<file path="config.mk">
export PLATFORM = sky130hd
export DESIGN_NAME = dtw_ref_streamer_flat
export DESIGN_NICKNAME = d
export VERILOG_FILES = /design/src/rtl/dtw_ref_streamer_pkg.sv /design/src/rtl/dtw_ref_streamer_if.sv /design/src/rtl/dtw_ref_skid_buf.sv /design/src/rtl/dtw_ref_streamer.sv /design/src/flat_wrapper.sv
export SDC_FILE = /design/constraint.sdc
export NUM_CORES = 1
export LEC_CHECK = 0
export ABC_AREA = 1
export CORE_MARGIN = 2
export CORE_UTILIZATION = 35
export CTS_BUF_LIST = sky130_fd_sc_hd__clkbuf_4
export DETAILED_ROUTE_END_ITERATION = 10
export PLACE_DENSITY = 0.53
export SLEW_MARGIN = 25
export SYNTH_ARGS = -nofsm -noshare
export SYNTH_HDL_FRONTEND = slang
export SYNTH_SLANG_ARGS = --single-unit
</file>
<file path="constraint.sdc">
create_clock -name clk_in -period 4.25 [get_ports clk_in]
set_clock_uncertainty 0.15 [all_clocks]
set_input_delay 0.85 -clock clk_in [delete_from_list [all_inputs] [get_ports clk_in]]
set_output_delay 0.85 -clock clk_in [all_outputs]
set_load 0.02 [all_outputs]
</file>
<file path="src/rtl/dtw_ref_streamer_pkg.sv">
// Shared types for the reference streamer: FSM encoding, per-pair tag layout, read timing.
// Tag travels with each read so the pair leaves the buffer already labelled {odd, last, pass}.
package dtw_ref_streamer_pkg;

    typedef enum logic [1:0] {
        ST_IDLE  = 2'd0,
        ST_ISSUE = 2'd1,
        ST_DRAIN = 2'd2
    } state_t;

    // Control half of the tag; the pass index follows it as {odd, last, pass}.
    typedef struct packed {
        logic odd;
        logic last;
    } tag_ctrl_t;

    localparam int TAG_CTRL_W = $bits(tag_ctrl_t);
    localparam int RD_LAT     = 1;
    localparam int BUF_DEPTH  = 2;

endpackage

</file>
<file path="src/rtl/dtw_ref_streamer_if.sv">
// Reference pair stream towards the DTW compute array.
// Valid/ready: a pair transfers on m_valid_out & m_ready_in, and holds steady while stalled.
interface dtw_ref_streamer_if #(
    parameter int DATA_WIDTH = 16,
    parameter int PASS_WIDTH = 16
);
    logic                  m_valid_out;
    logic                  m_ready_in;
    logic [DATA_WIDTH-1:0] m_data_0_out;
    logic [DATA_WIDTH-1:0] m_data_1_out;
    logic                  m_odd_out;
    logic                  m_last_out;
    logic [PASS_WIDTH-1:0] m_pass_out;

    modport master (
        output m_valid_out, m_data_0_out, m_data_1_out, m_odd_out, m_last_out, m_pass_out,
        input  m_ready_in
    );

    modport slave (
        input  m_valid_out, m_data_0_out, m_data_1_out, m_odd_out, m_last_out, m_pass_out,
        output m_ready_in
    );
endinterface

</file>
<file path="src/rtl/dtw_ref_skid_buf.sv">
// Two-entry FIFO absorbing read data in flight; head visible the cycle after push.
// Push/pop in the same cycle are allowed; flush empties it and wins over push/pop.
module dtw_ref_skid_buf
    import dtw_ref_streamer_pkg::*;
#(
    parameter int W = 8
) (
    input  logic         clk_in,
    input  logic         rst_in,
    input  logic         flush,
    input  logic         push,
    input  logic [W-1:0] push_dat,
    input  logic         pop,
    output logic [W-1:0] head_dat,
    output logic [1:0]   occ
);
    logic [W-1:0] mem [BUF_DEPTH];
    logic         wr_ptr;
    logic         rd_ptr;

    always_ff @(posedge clk_in or negedge rst_in) begin
        if (!rst_in) begin
            for (int i = 0; i < BUF_DEPTH; i++) mem[i] <= '0;
            wr_ptr <= 1'b0;
            rd_ptr <= 1'b0;
            occ    <= 2'd0;
        end else if (flush) begin
            wr_ptr <= 1'b0;
            rd_ptr <= 1'b0;
            occ    <= 2'd0;
        end else begin
            if (push) begin
                mem[wr_ptr] <= push_dat;
                wr_ptr      <= ~wr_ptr;
            end
            if (pop) rd_ptr <= ~rd_ptr;
            occ <= occ + {1'b0, push} - {1'b0, pop};
        end
    end

    assign head_dat = mem[rd_ptr];

endmodule

</file>
<file path="src/rtl/dtw_ref_streamer.sv">
// Replays the reference memory as (2k, 2k+1) sample pairs, once per pass, for num_passes passes.
// First pair 2 cycles after start; 1 pair/cycle; reads are only issued when the skid buffer has room.
module dtw_ref_streamer
    import dtw_ref_streamer_pkg::*;
#(
    parameter int DATA_WIDTH       = 16,
    parameter int REFMEM_PTR_WIDTH = 20,
    parameter int PASS_WIDTH       = 16
) (
    input  logic                        clk_in,
    input  logic                        rst_in,
    input  logic                        start_in,
    input  logic                        abort_in,
    input  logic                        ref_load_done_in,
    input  logic [REFMEM_PTR_WIDTH-1:0] ref_len_in,
    input  logic [PASS_WIDTH-1:0]       num_passes_in,
    output logic [REFMEM_PTR_WIDTH-1:0] ref_addr_0_out,
    output logic [REFMEM_PTR_WIDTH-1:0] ref_addr_1_out,
    input  logic [DATA_WIDTH-1:0]       ref_data_0_in,
    input  logic [DATA_WIDTH-1:0]       ref_data_1_in,
    dtw_ref_streamer_if.master          m,
    output logic                        busy_out,
    output logic                        done_out,
    output logic                        err_out,
    output logic [1:0]                  dbg_state
);
    localparam int TAG_W = TAG_CTRL_W + PASS_WIDTH;
    localparam int BUF_W = TAG_W + 2 * DATA_WIDTH;
    localparam int LVL_W = $clog2(BUF_DEPTH + RD_LAT + 1) + 1;

    state_t                      state;
    logic [REFMEM_PTR_WIDTH-1:0] len_q, a0_q, addr0_q, addr1_q, a1;
    logic [PASS_WIDTH-1:0]       npass_q, pass_q, infl_pass;
    tag_ctrl_t                   infl_ctrl, head_ctrl;
    logic                        infl_q, err_q, done_q;
    logic                        cur_last, cur_odd, issue, pop;
    logic [1:0]                  occ;
    logic [LVL_W-1:0]            lvl, room;
    logic [DATA_WIDTH-1:0]       d1_cap;
    logic [BUF_W-1:0]            push_dat, head_dat;

    assign a1       = a0_q + REFMEM_PTR_WIDTH'(1);
    assign cur_last = (a0_q + REFMEM_PTR_WIDTH'(2)) >= len_q;
    assign cur_odd  = (a1 == len_q);

    // Room check counts the pair already in flight and the slot freed by this cycle's pop.
    assign pop   = m.m_valid_out & m.m_ready_in;
    assign lvl   = LVL_W'(occ) + LVL_W'(infl_q);
    assign room  = LVL_W'(BUF_DEPTH) + LVL_W'(pop);
    assign issue = (state == ST_ISSUE) && !abort_in && (lvl < room);

    assign ref_addr_0_out = issue ? a0_q : addr0_q;
    assign ref_addr_1_out = issue ? a1   : addr1_q;

    // Odd final pair reads address len on port 1; that word is not part of the reference.
    assign d1_cap   = infl_ctrl.odd ? '0 : ref_data_1_in;
    assign push_dat = {infl_ctrl, infl_pass, d1_cap, ref_data_0_in};

    dtw_ref_skid_buf #(.W(BUF_W)) u_skid (
        .clk_in   (clk_in),
        .rst_in   (rst_in),
        .flush    (abort_in),
        .push     (infl_q),
        .push_dat (push_dat),
        .pop      (pop),
        .head_dat (head_dat),
        .occ      (occ)
    );

    assign {head_ctrl, m.m_pass_out, m.m_data_1_out, m.m_data_0_out} = head_dat;
    assign m.m_odd_out   = head_ctrl.odd;
    assign m.m_last_out  = head_ctrl.last;
    assign m.m_valid_out = (occ != 2'd0);

    always_ff @(posedge clk_in or negedge rst_in) begin
        if (!rst_in) begin
            state     <= ST_IDLE;
            len_q     <= '0;
            npass_q   <= '0;
            a0_q      <= '0;
            pass_q    <= '0;
            addr0_q   <= '0;
            addr1_q   <= '0;
            infl_q    <= 1'b0;
            infl_ctrl <= '0;
            infl_pass <= '0;
            err_q     <= 1'b0;
            done_q    <= 1'b0;
        end else begin
            done_q <= 1'b0;
            infl_q <= issue;
            if (issue) begin
                infl_ctrl <= '{odd: cur_odd, last: cur_last};
                infl_pass <= pass_q;
                addr0_q   <= a0_q;
                addr1_q   <= a1;
            end
            if (abort_in) begin
                state <= ST_IDLE;
            end else begin
                unique case (state)
                    ST_IDLE: begin
                        if (start_in) begin
                            if (ref_load_done_in && ref_len_in != '0 && num_passes_in != '0) begin
                                len_q   <= ref_len_in;
                                npass_q <= num_passes_in;
                                a0_q    <= '0;
                                pass_q  <= '0;
                                err_q   <= 1'b0;
                                state   <= ST_ISSUE;
                            end else begin
                                err_q <= 1'b1;
                            end
                        end
                    end
                    ST_ISSUE: begin
                        if (issue) begin
                            if (!cur_last) begin
                                a0_q <= a0_q + REFMEM_PTR_WIDTH'(2);
                            end else if (pass_q < npass_q - PASS_WIDTH'(1)) begin
                                a0_q   <= '0;
                                pass_q <= pass_q + PASS_WIDTH'(1);
                            end else begin
                                state <= ST_DRAIN;
                            end
                        end
                    end
                    ST_DRAIN: begin
                        // Leave as the buffer empties, so done lands the cycle after the last accept.
                        if (!infl_q && (occ == 2'd0 || (occ == 2'd1 && pop))) begin
                            state  <= ST_IDLE;
                            done_q <= 1'b1;
                        end
                    end
                    default: state <= ST_IDLE;
                endcase
            end
        end
    end

    assign busy_out  = (state != ST_IDLE);
    assign done_out  = done_q;
    assign err_out   = err_q;
    assign dbg_state = state;

endmodule

</file>
<file path="src/flat_wrapper.sv">
// flat-port wrapper written by rule: the top's interface ports become plain ports
module dtw_ref_streamer_flat import dtw_ref_streamer_pkg::*;
#(
    parameter int DATA_WIDTH       = 16,
    parameter int REFMEM_PTR_WIDTH = 20,
    parameter int PASS_WIDTH       = 16
)
  (clk_in, rst_in, start_in, abort_in, ref_load_done_in, ref_len_in, num_passes_in, ref_addr_0_out, ref_addr_1_out, ref_data_0_in, ref_data_1_in, busy_out, done_out, err_out, dbg_state, m_m_valid_out, m_m_data_0_out, m_m_data_1_out, m_m_odd_out, m_m_last_out, m_m_pass_out, m_m_ready_in);
  dtw_ref_streamer_if #(.DATA_WIDTH(DATA_WIDTH), .PASS_WIDTH(PASS_WIDTH)) m_i ();
  input  logic clk_in;
  input  logic rst_in;
  input  logic start_in;
  input  logic abort_in;
  input  logic ref_load_done_in;
  input  logic [REFMEM_PTR_WIDTH-1:0] ref_len_in;
  input  logic [PASS_WIDTH-1:0] num_passes_in;
  output logic [REFMEM_PTR_WIDTH-1:0] ref_addr_0_out;
  output logic [REFMEM_PTR_WIDTH-1:0] ref_addr_1_out;
  input  logic [DATA_WIDTH-1:0] ref_data_0_in;
  input  logic [DATA_WIDTH-1:0] ref_data_1_in;
  output logic busy_out;
  output logic done_out;
  output logic err_out;
  output logic [1:0] dbg_state;
  output wire logic [$bits(m_i.m_valid_out)-1:0] m_m_valid_out;
  output wire logic [$bits(m_i.m_data_0_out)-1:0] m_m_data_0_out;
  output wire logic [$bits(m_i.m_data_1_out)-1:0] m_m_data_1_out;
  output wire logic [$bits(m_i.m_odd_out)-1:0] m_m_odd_out;
  output wire logic [$bits(m_i.m_last_out)-1:0] m_m_last_out;
  output wire logic [$bits(m_i.m_pass_out)-1:0] m_m_pass_out;
  input wire logic [$bits(m_i.m_ready_in)-1:0] m_m_ready_in;
  assign m_m_valid_out = m_i.m_valid_out;
  assign m_m_data_0_out = m_i.m_data_0_out;
  assign m_m_data_1_out = m_i.m_data_1_out;
  assign m_m_odd_out = m_i.m_odd_out;
  assign m_m_last_out = m_i.m_last_out;
  assign m_m_pass_out = m_i.m_pass_out;
  assign m_i.m_ready_in = m_m_ready_in;
  dtw_ref_streamer #(.DATA_WIDTH(DATA_WIDTH), .REFMEM_PTR_WIDTH(REFMEM_PTR_WIDTH), .PASS_WIDTH(PASS_WIDTH)) u_core (.clk_in(clk_in), .rst_in(rst_in), .start_in(start_in), .abort_in(abort_in), .ref_load_done_in(ref_load_done_in), .ref_len_in(ref_len_in), .num_passes_in(num_passes_in), .ref_addr_0_out(ref_addr_0_out), .ref_addr_1_out(ref_addr_1_out), .ref_data_0_in(ref_data_0_in), .ref_data_1_in(ref_data_1_in), .m(m_i), .busy_out(busy_out), .done_out(done_out), .err_out(err_out), .dbg_state(dbg_state));
endmodule
</file>
==> reports/qor.txt <==
Critical Path Fanout Max - 25
Mapped Cells - 1534
Clk sink count - 238
Register bit total from synthesis - 238
Crit. End Element - primary output
Input/output buffers - 169
CP Class - reg -> out
Largest stage delay on the critical path - 630 ps
DR pass1 iterations - 5
Synth area leader - dfrtp_1
Final-report setup violation count - 0
Site Rows - 67
Via density - 4.69
Core area - 33700 um^2
CTS clk-pin slew, worst paths - 60 ps
Pwr Density - 467 nW/um^2
Root Buffer - clkbuf_4
Max Fclk - 245 MHz
CP Launch Type - register
Pin count of the biggest net entering global routing - 92
DRC - 0
Critical Path RT - 3250 ps
Max Cap Viol - 0
GR Util All Layers - 18.8%
Sequential cell area fraction in the yosys report - 49.4%
Post-synth net total - 1649
Post-DP HPWL - 22500 um
Design area - 15200 um^2
DRT antenna net count - 0
DR WL/cell - 14.6 um
Final Slew Violations - 0
Distinct cells, synth - 35
HP Class - in -> async
Setup ws final - 175 ps
Number of top-level pins - 170
Share of the synthesized area in the top cell type - 49.4%
Tcrit/Tclk final - 95.9%
Die ar. - 35900 um^2
Layout cells sized above 1 - 9.66%
Synth Cell Area - 12100 um^2
Die height - 190 um
Fill cells - 3435
Max Buffers Root-to-Sink - 3
Routed Wire Length - 32600 um
Hold Vio Cnt, Final - 0
Slew Limit Headroom - 37.2%
CP arrival - 3080 ps
Via count - 10500
Min cycle time layout - 4080 ps
Initial antenna violation count - 2
Status - finished, final reports clean
CTS tree - built
Worst R2R Setup Slack - 580 ps
GRT overflow - 0
Leading post-synthesis cells by cell area - dfrtp_1, nand2_1, o21ai_0
Final nets - 1848
Global placement routability congestion - 0.817
Die Wd - 190 um
First DRT Iteration DRCs - 580
H-tree lvl count - 3
Final core occ - 45.0%
Area delta synth->final - 25.9%
Syn. warnings - 0
Max VDD drop - 228 uV
First-pass GRT wire length - 54700 um
Crit-path slowest cell - clkdlybuf4s50_1
Cts bufs inserted - 71
Slew of the pin with the lowest slew margin - 941 ps
Avg Cell Area, Syn - 7.86 um^2
Worst-path cell chain - ha_1, ha_1, o21ai_2, nand2_2, nor3_4, buf_12, nand2_1, nand2_1, clkdlybuf4s50_1
Initial core utilization - 35.8%
Vias in the first global route - 10500
Tot Pwr - 7.08 mW
Worst skew pair latency - 700 ps
Dpl cell area - 14200 um^2
Leak pwr - 7.71 nW
Worst slack at placement - 131 ps
per-stage QoR:
step           setup TNS [ps]  cells  hold WS (ps)
2_1_floorplan               0   1534           299
3_3_place_gp                0   2108           299
3_5_place_dp                0   2108           291
4_1_cts                     0   2229          10.2
5_1_grt                -0.948   2231          25.7
6_report                    0   2231          41.0
layout make-up:
class	count	area [um^2]	area share, %
inverters	150	568	3.74
well taps	448	561	3.69
clock buffers	102	766	5.05
repair buffers	194	1930	12.7
clock inverters	19	144	0.948
diodes	2	5.00	0.0330
multi-input cells	1078	5250	34.6
flip-flops and latches	238	5960	39.3
cell usage after synthesis, drive strengths merged:
cell type and count:
dfrtp 238, or2 4, nor2 103, a21o 2
inv 149, nand3b 1, clkinv 1, o21a 1
a21oi 23, ha 41, nor4 4, o21ai 153
xnor2 11, nand4 29, nor3 17, nand3 64
xor2 41, buf 18, nand2 583, a21boi 1
clkbuf 50
worst paths after layout:
check / start / to / depth (start not counted)
setup / recovery: u_core.u_skid.occ[0] / ref_addr_1_out[14] / 9
hold / removal: rst_in / u_core.u_skid.mem[61] / 1
setup reg to reg: u_core.a0_q[8] / u_core.pass_q[14] / 16
hold reg to reg: u_core.addr1_q[0] / u_core.addr1_q[0] / 1
max in group asynchronous: rst_in / u_core.infl_pass[3] / 2
min in group clk_in: u_core.addr1_q[0] / u_core.addr1_q[0] / 1
what timing repair did:
item	CTS	global route
setup buffers	0	0
endpoints found under the setup margin	9	14
resized for setup	1	9
hold buffers	0	0
cloned	0	0
layout by cell type (no fill, tap or decap), types with 4 or more instances in the layout:
master,count
inv_6,4
dlymetal6s2s_1,7
nand2_1,573
or2_2,4
nand3_2,11
clkbuf_4,102
clkdlybuf4s50_1,161
nand4_1,29
nor4_1,4
a21oi_1,22
dfrtp_1,237
nand3_1,53
inv_2,4
ha_1,41
inv_1,144
nand2_2,7
nor3_1,16
xor2_1,41
nor2_1,100
clkinv_1,13
buf_4,23
o21ai_0,150
xnor2_1,11
report_power, final:
group / switching [mW] / internal (mW) / total, mW
combinational: 1.15 / 0.854 / 2.00
sequential: 0.212 / 2.63 / 2.84
clock: 1.01 / 1.23 / 2.24
state kept, by name (all words and copies together) (netlist names):
name and flops:
u_core.npass_q 16, u_core.addr1_q 20, u_core.infl_ctrl 2, u_core.u_skid.wr_ptr 1, u_core.done_out 1, u_core.infl_pass 16, u_core.len_q 20, u_core.u_skid.occ 2
u_core.dbg_state 2, u_core.err_out 1, u_core.a0_q 19, u_core.pass_q 16, u_core.u_skid.rd_ptr 1, u_core.infl_q 1, u_core.addr0_q 20, u_core.u_skid.mem 100
critical path, delay by kind of cell (launching register included):
family / cells / cell delay (ps)
DFF: 1 / 400
AOI/OAI and AO/OA: 1 / 60
adders and majority gates: 2 / 480
buffers and inverters: 2 / 850
and+or+nand+nor: 4 / 620
kinds of logic (layout without fill, tap and decap cells):
group                      Yosys count  after routing  share of synthesized area [%]
and+or+nand+nor                    805            805                           27.7
DFF                                238            238                           49.4
buffers and inverters              218            465                           7.17
AOI/OAI and AO/OA                  180            180                           7.68
xor gates and xnor gates            52             52                           3.78
adders and majority gates           41             41                           4.26
other                                0              2                              0
per-layer routing:
| layer | up-vias | share of wire, % | global-route usage, % |
|---|---|---|---|
| li1 | 5267 | - | - |
| met1 | 4831 | 46 | 25.1 |
| met2 | 323 | 44 | 28.9 |
| met3 | 45 | 7.9 | 6.07 |
| met4 | 0 | 1.7 | 6.14 |
| met5 | - | 0 | 0 |
Note: power is estimated with default switching activity, not from simulation.
